--- src/rtl/johnson_phase_sequencer.sv ---
// Multi-phase enable generator: a 2N-state Johnson ring stepped with a programmable
// per-phase dwell, optional revolution count, graceful stop and illegal-state recovery.
module johnson_phase_sequencer #(
  parameter int N       = 4,
  parameter int DWELL_W = 8,
  parameter int CNT_W   = 8,
  localparam int PW     = $clog2(2*N)
) (
  input  logic               clk,
  input  logic               rst_,
  input  logic               start,
  input  logic               stop,
  input  logic [DWELL_W-1:0] dwell,
  input  logic [CNT_W-1:0]   cycles,
  output logic [N-1:0]       q,
  output logic [PW-1:0]      phase_idx,
  output logic               step,
  output logic               busy,
  output logic               done,
  output logic               err
);

  localparam logic [1:0] ST_IDLE  = 2'd0;
  localparam logic [1:0] ST_RUN   = 2'd1;
  localparam logic [1:0] ST_FLUSH = 2'd2;

  localparam logic [N-1:0]       Q_ZERO    = {N{1'b0}};
  localparam logic [N-1:0]       Q_ONE     = {{(N-1){1'b0}}, 1'b1};
  localparam logic [PW-1:0]      PH_ZERO   = {PW{1'b0}};
  localparam logic [PW-1:0]      PH_ONE    = {{(PW-1){1'b0}}, 1'b1};
  localparam logic [PW-1:0]      PH_LAST   = PW'(2*N-1);
  localparam logic [DWELL_W-1:0] DW_ZERO   = {DWELL_W{1'b0}};
  localparam logic [DWELL_W-1:0] DW_ONE    = {{(DWELL_W-1){1'b0}}, 1'b1};
  localparam logic [CNT_W-1:0]   CNT_ZERO  = {CNT_W{1'b0}};
  localparam logic [CNT_W-1:0]   CNT_ONE   = {{(CNT_W-1){1'b0}}, 1'b1};

  // A legal ring value is thermometer-shaped: {r, ~r[N-1]} has at most one edge.
  function automatic logic ring_legal(input logic [N-1:0] r);
    logic [N:0]   ext;
    logic [N-1:0] diff;
    ext  = {r, ~r[N-1]};
    diff = ext[N:1] ^ ext[N-1:0];
    return ((diff & (diff - Q_ONE)) == Q_ZERO);
  endfunction

  logic [1:0]         state_r, state_s;
  logic [N-1:0]       q_r, q_s;
  logic [PW-1:0]      phase_r, phase_s;
  logic [DWELL_W-1:0] dwell_r, dwell_s;
  logic [DWELL_W-1:0] dcnt_r, dcnt_s;
  logic [CNT_W-1:0]   cycles_r, cycles_s;
  logic [CNT_W-1:0]   rev_r, rev_s;
  logic               step_r, step_s;
  logic               busy_r, busy_s;
  logic               done_r, done_s;
  logic               err_r, err_s;

  logic [N-1:0]       adv_q_s;
  logic [PW-1:0]      adv_phase_s;
  logic [CNT_W-1:0]   rev_inc_s;
  logic               wrap_s;
  logic               tick_s;

  // Next-state and next-output computation for the whole sequencer.
  always_comb begin
    state_s     = state_r;
    q_s         = q_r;
    phase_s     = phase_r;
    dwell_s     = dwell_r;
    dcnt_s      = dcnt_r;
    cycles_s    = cycles_r;
    rev_s       = rev_r;
    step_s      = 1'b0;
    done_s      = 1'b0;
    err_s       = err_r;
    adv_q_s     = {q_r[N-2:0], ~q_r[N-1]};
    wrap_s      = (phase_r == PH_LAST);
    adv_phase_s = wrap_s ? PH_ZERO : (phase_r + PH_ONE);
    rev_inc_s   = rev_r + CNT_ONE;
    tick_s      = (dcnt_r == DW_ZERO);

    case (state_r)
      ST_IDLE: begin
        q_s     = Q_ZERO;
        phase_s = PH_ZERO;
        if (start && !stop) begin
          dwell_s  = dwell;
          cycles_s = cycles;
          dcnt_s   = dwell;
          rev_s    = CNT_ZERO;
          err_s    = 1'b0;
          state_s  = ST_RUN;
        end else begin
          state_s  = ST_IDLE;
        end
      end
      ST_RUN: begin
        if (stop && (q_r == Q_ZERO)) begin
          state_s = ST_IDLE;
          done_s  = 1'b1;
        end else if (tick_s) begin
          q_s     = adv_q_s;
          phase_s = adv_phase_s;
          step_s  = 1'b1;
          dcnt_s  = dwell_r;
          if (wrap_s) begin
            rev_s = rev_inc_s;
            // A stop landing on the final revolution still yields a single done.
            if (stop || ((cycles_r != CNT_ZERO) && (rev_inc_s == cycles_r))) begin
              state_s = ST_IDLE;
              done_s  = 1'b1;
            end else begin
              state_s = ST_RUN;
            end
          end else begin
            state_s = stop ? ST_FLUSH : ST_RUN;
          end
        end else begin
          dcnt_s  = dcnt_r - DW_ONE;
          state_s = stop ? ST_FLUSH : ST_RUN;
        end
      end
      ST_FLUSH: begin
        if (tick_s) begin
          q_s     = adv_q_s;
          phase_s = adv_phase_s;
          step_s  = 1'b1;
          dcnt_s  = dwell_r;
          if (adv_q_s == Q_ZERO) begin
            state_s = ST_IDLE;
            done_s  = 1'b1;
          end else begin
            state_s = ST_FLUSH;
          end
        end else begin
          dcnt_s  = dcnt_r - DW_ONE;
          state_s = ST_FLUSH;
        end
      end
      default: begin
        state_s = ST_IDLE;
        q_s     = Q_ZERO;
        phase_s = PH_ZERO;
      end
    endcase

    // A corrupted ring restarts from phase 0 without disturbing the control state.
    if (!ring_legal(q_r)) begin
      state_s  = state_r;
      q_s      = Q_ZERO;
      phase_s  = PH_ZERO;
      dwell_s  = dwell_r;
      cycles_s = cycles_r;
      dcnt_s   = dwell_r;
      rev_s    = rev_r;
      step_s   = 1'b0;
      done_s   = 1'b0;
      err_s    = 1'b1;
    end else begin
      err_s    = err_s;
    end

    busy_s = (state_s == ST_RUN) || (state_s == ST_FLUSH);
  end

  // State and output registers.
  always_ff @(posedge clk or negedge rst_) begin
    if (!rst_) begin
      state_r  <= ST_IDLE;
      q_r      <= Q_ZERO;
      phase_r  <= PH_ZERO;
      dwell_r  <= DW_ZERO;
      dcnt_r   <= DW_ZERO;
      cycles_r <= CNT_ZERO;
      rev_r    <= CNT_ZERO;
      step_r   <= 1'b0;
      busy_r   <= 1'b0;
      done_r   <= 1'b0;
      err_r    <= 1'b0;
    end else begin
      state_r  <= state_s;
      q_r      <= q_s;
      phase_r  <= phase_s;
      dwell_r  <= dwell_s;
      dcnt_r   <= dcnt_s;
      cycles_r <= cycles_s;
      rev_r    <= rev_s;
      step_r   <= step_s;
      busy_r   <= busy_s;
      done_r   <= done_s;
      err_r    <= err_s;
    end
  end

  assign q         = q_r;
  assign phase_idx = phase_r;
  assign step      = step_r;
  assign busy      = busy_r;
  assign done      = done_r;
  assign err       = err_r;

endmodule
--- config.mk ---
export PLATFORM = sky130hd
export DESIGN_NAME = johnson_phase_sequencer
export DESIGN_NICKNAME = d
export VERILOG_FILES = /design/src/rtl/johnson_phase_sequencer.sv
export SDC_FILE = /design/constraint.sdc
export NUM_CORES = 1
export LEC_CHECK = 0
export ABC_AREA = 1
export CELL_PAD_IN_SITES_DETAIL_PLACEMENT = 0
export CELL_PAD_IN_SITES_GLOBAL_PLACEMENT = 1
export CORE_MARGIN = 2
export CORE_UTILIZATION = 35
export CTS_BUF_LIST = sky130_fd_sc_hd__clkbuf_16
export DETAILED_ROUTE_END_ITERATION = 12
export PLACE_DENSITY_LB_ADDON = 0.1
export SLEW_MARGIN = 15
export SYNTH_ARGS = -nofsm -noshare
export SYNTH_HDL_FRONTEND = slang
export SYNTH_SLANG_ARGS = --single-unit
--- constraint.sdc ---
create_clock -name clk -period 2.8 [get_ports clk]
set_input_delay 0.56 -clock clk [delete_from_list [all_inputs] [get_ports clk]]
set_output_delay 0.56 -clock clk [all_outputs]
set_load 0.01 [all_outputs]
==> flow_summary.yaml <==
worst_setup_path:
  ff2ff_path_depth: 10
  crit_path_end_kind: "flop"
  critPathMaxStageDelay_ps: 560
  crit_fanout: 14
  slowest_stage: "clkdlybuf4s50_1"
  cpMostUsedCell: "o21ai_0"
  required_ps: 2940
  r2r-end: "q[3]"
  start_kind: "primary input"
  cp_cell_sequence: "clkdlybuf4s50_1 -> nand3_1 -> o21ai_0 -> nand2_1 -> o211ai_1 -> o21ai_0"
  crit_type: "primary input to flop"
  reg2reg_slack_ps: 400
  cp.arrival_ps: 2550
  r2r_start: "q[2]"
yosys:
  yosys.area_share.simple: 0.286
  yosys_warnings: 0
  synthDistinctLibCells: 30
  synthXorXnorAreaFrac: 0.00666
  synth-compound-area-share: 0.141
  synth_fp_nets: 388
  ys_seq_area_frac: 0.428
  ys_seq_elements: 45
  synth_top_family_by_area: "simple AND/OR/NAND/NOR gates"
  synth_mux_area_frac: 0
  syn_avg_cell_area_sq_um: 7.39
  synth_area_sq_um: 2630
  yosys.area_share.adder: 0.0571
  syn_inst: 356
global_routing:
  grt-ovfl-total: 0
  antenna_found_initial: 0
  grt_max_degree: 18
  grt_pass1_vias: 2302
  globalRouteTotalUtil: 0.169
  grt_pass1_wl_microns: 11100
routing:
  wire_per_inst_microns: 13.1
  drtIter0Drc: 81
  drc: 0
  vias: 2311
  dr.pass1.iters: 4
  viasPerCell: 4.72
  wl_microns: 6410
  antenna_left: 0
clocking:
  cts_root_buf: "clkbuf_16"
  clk_pin_slew_worst_paths_ps: 60
  cts_resized: 0
  ctsHoldBuffers: 0
  htreeDepth: 2
  clock_path_buffers: 2
  cts.sinks: 45
  cts_setup_buffers: 0
  cts_tree: "done"
  cts_buffers: 5
  clock_latency_ps: 280
place:
  pre_cts_ws_ps: 68.8
  place.gp.congestion: 0.817
  dpl_cell_area_sq_um: 3060
  port-buffer-count: 30
  dp_cells: 483
  place_hpwl_microns: 4790
timing:
  maxSlewHeadroom: 0.644
  rsz0062_at_grt: "no"
  holdWs_ps: 194
  fmax_mhz: 415
  setup_viol: 0
  fin_crit_sh: 0.861
  fin_crit_ps: 2410
  worst_pin_slew_ps: 528
  finalMaxSlewViolations: 0
  fin_skew_ps: 4.13
  hold_viol: 0
  setup_ws_ps: 390
  timing.setup.tns_ps: 0
cells_and_area:
  antenna_cells: 0
  finalNetCount: 423
  fin_util: 0.440
  final_cell_mix: "nand2_1 (103), inv_1 (45), dfrtp_1 (45)"
  drive_above_1_share: 0.0639
  area_delta_synth_final_pct: 21.2
  layout_commonest_cell: "nand2_1"
  final_area_sq_um: 3190
  stdcell_count: 490
floorplanning:
  core_area_sq_um: 7250
  die_w_microns: 90.7
  rows: 31
  dieHeight_microns: 90.7
  io_pins: 31
  dieArea_sq_um: 8230
  start_util: 0.363
status:
  status: "completed"
power:
  p_sw_frac: 0.449
  p_sw_mw: 1.48
  powerDensity_nw_per_um2: 1030
  seq_power_share: 0.316
  power.leakage_nw: 1.50
  power_mw: 3.29
  p_int_mw: 1.81
  peakVddDrop_mv: 0.384
  pwr-share-comb: 0.514
  clkPwrFrac: 0.170
job:
  max_cap_viol_count: 0
worst_hold_path:
  min_path_type: "primary input to asynchronous set/reset pin"
[kinds of logic after synthesis]
kind of cell,count (synthesis)
XOR/XNOR,2
flip-flops,45
buffers and inverters,54
AO/OA/AOI/OAI,65
adder cells (fa/ha/maj),12
AND/OR/NAND/NOR,178
[cells in the mapped netlist, drive strengths merged]
library cell,count,area share
a2111oi,1,0.0033
a211oi,1,0.0029
a21oi,12,0.024
a31oi,1,0.0024
and2,2,0.0048
buf,6,0.012
clkbuf,2,0.0029
clkinv,1,0.0014
dfrtp,45,0.43
ha,12,0.057
inv,45,0.064
nand2,109,0.16
nand3,28,0.053
nand4,4,0.0095
nor2,33,0.054
nor3,2,0.0038
o211ai,5,0.014
o21ai,36,0.068
o22a,1,0.0033
o22ai,3,0.0071
o311ai,2,0.0067
o31ai,3,0.0086
xor2,2,0.0067
[registers in the layout (all words and copies together), names as in the netlist]
register	count
done	1
phase_idx	3
cycles_r	8
q	4
state_r	2
rev_r	8
dwell_r	8
busy	1
step	1
dcnt_r	8
err	1
[cell type report]
cell class                 instances  area, sq um
multi-input combinational        257         1290
clock inverter                     2         7.51
clock buffer                       5          125
fill                             751         4070
sequential                        45         1130
tap                               99          124
inverter                          46          173
timing repair buffer              36          340
[power groups by stage]
| stage | registers [mW] | logic (mW) | clock network [mW] |
|---|---|---|---|
| after floorplan | 1.04 | 1.23 | 0 |
| after global placement | 1.05 | 1.70 | 0 |
| after detailed placement | 1.05 | 1.71 | 0 |
| after CTS | 1.04 | 1.72 | 0.584 |
| after global routing | 1.08 | 1.95 | 0.606 |
| final | 1.04 | 1.69 | 0.561 |
[critical path: cells and delay by family]
kind,cells,cell delay (ps)
AOI/OAI and AO/OA,3,810
buffers and inverters,1,560
and+or+nand+nor,2,610
[metal layers]
metal,wire length (microns),up-vias,GRT usage
li1,-,1236,-
met1,3060,1040,0.218
met2,3090,31,0.280
met3,207,4,0.0442
met4,61,0,0.0474
met5,0,-,0
[how the worst max path moves through the flow]
| stage | start | to | slack (ps) | depth (start not counted) |
|---|---|---|---|---|
| finish | stop | dcnt_r[1] | 390 | 6 |
| global route | q[2] | q[1] | 50 | 10 |
| CTS | stop | dcnt_r[1] | 370 | 6 |
| detailed placement | stop | dcnt_r[1] | 70 | 6 |
| global placement | stop | dcnt_r[2] | 190 | 6 |
| floorplan | q[0] | q[1] | 890 | 11 |
Note: power is estimated with default switching activity, not from simulation.
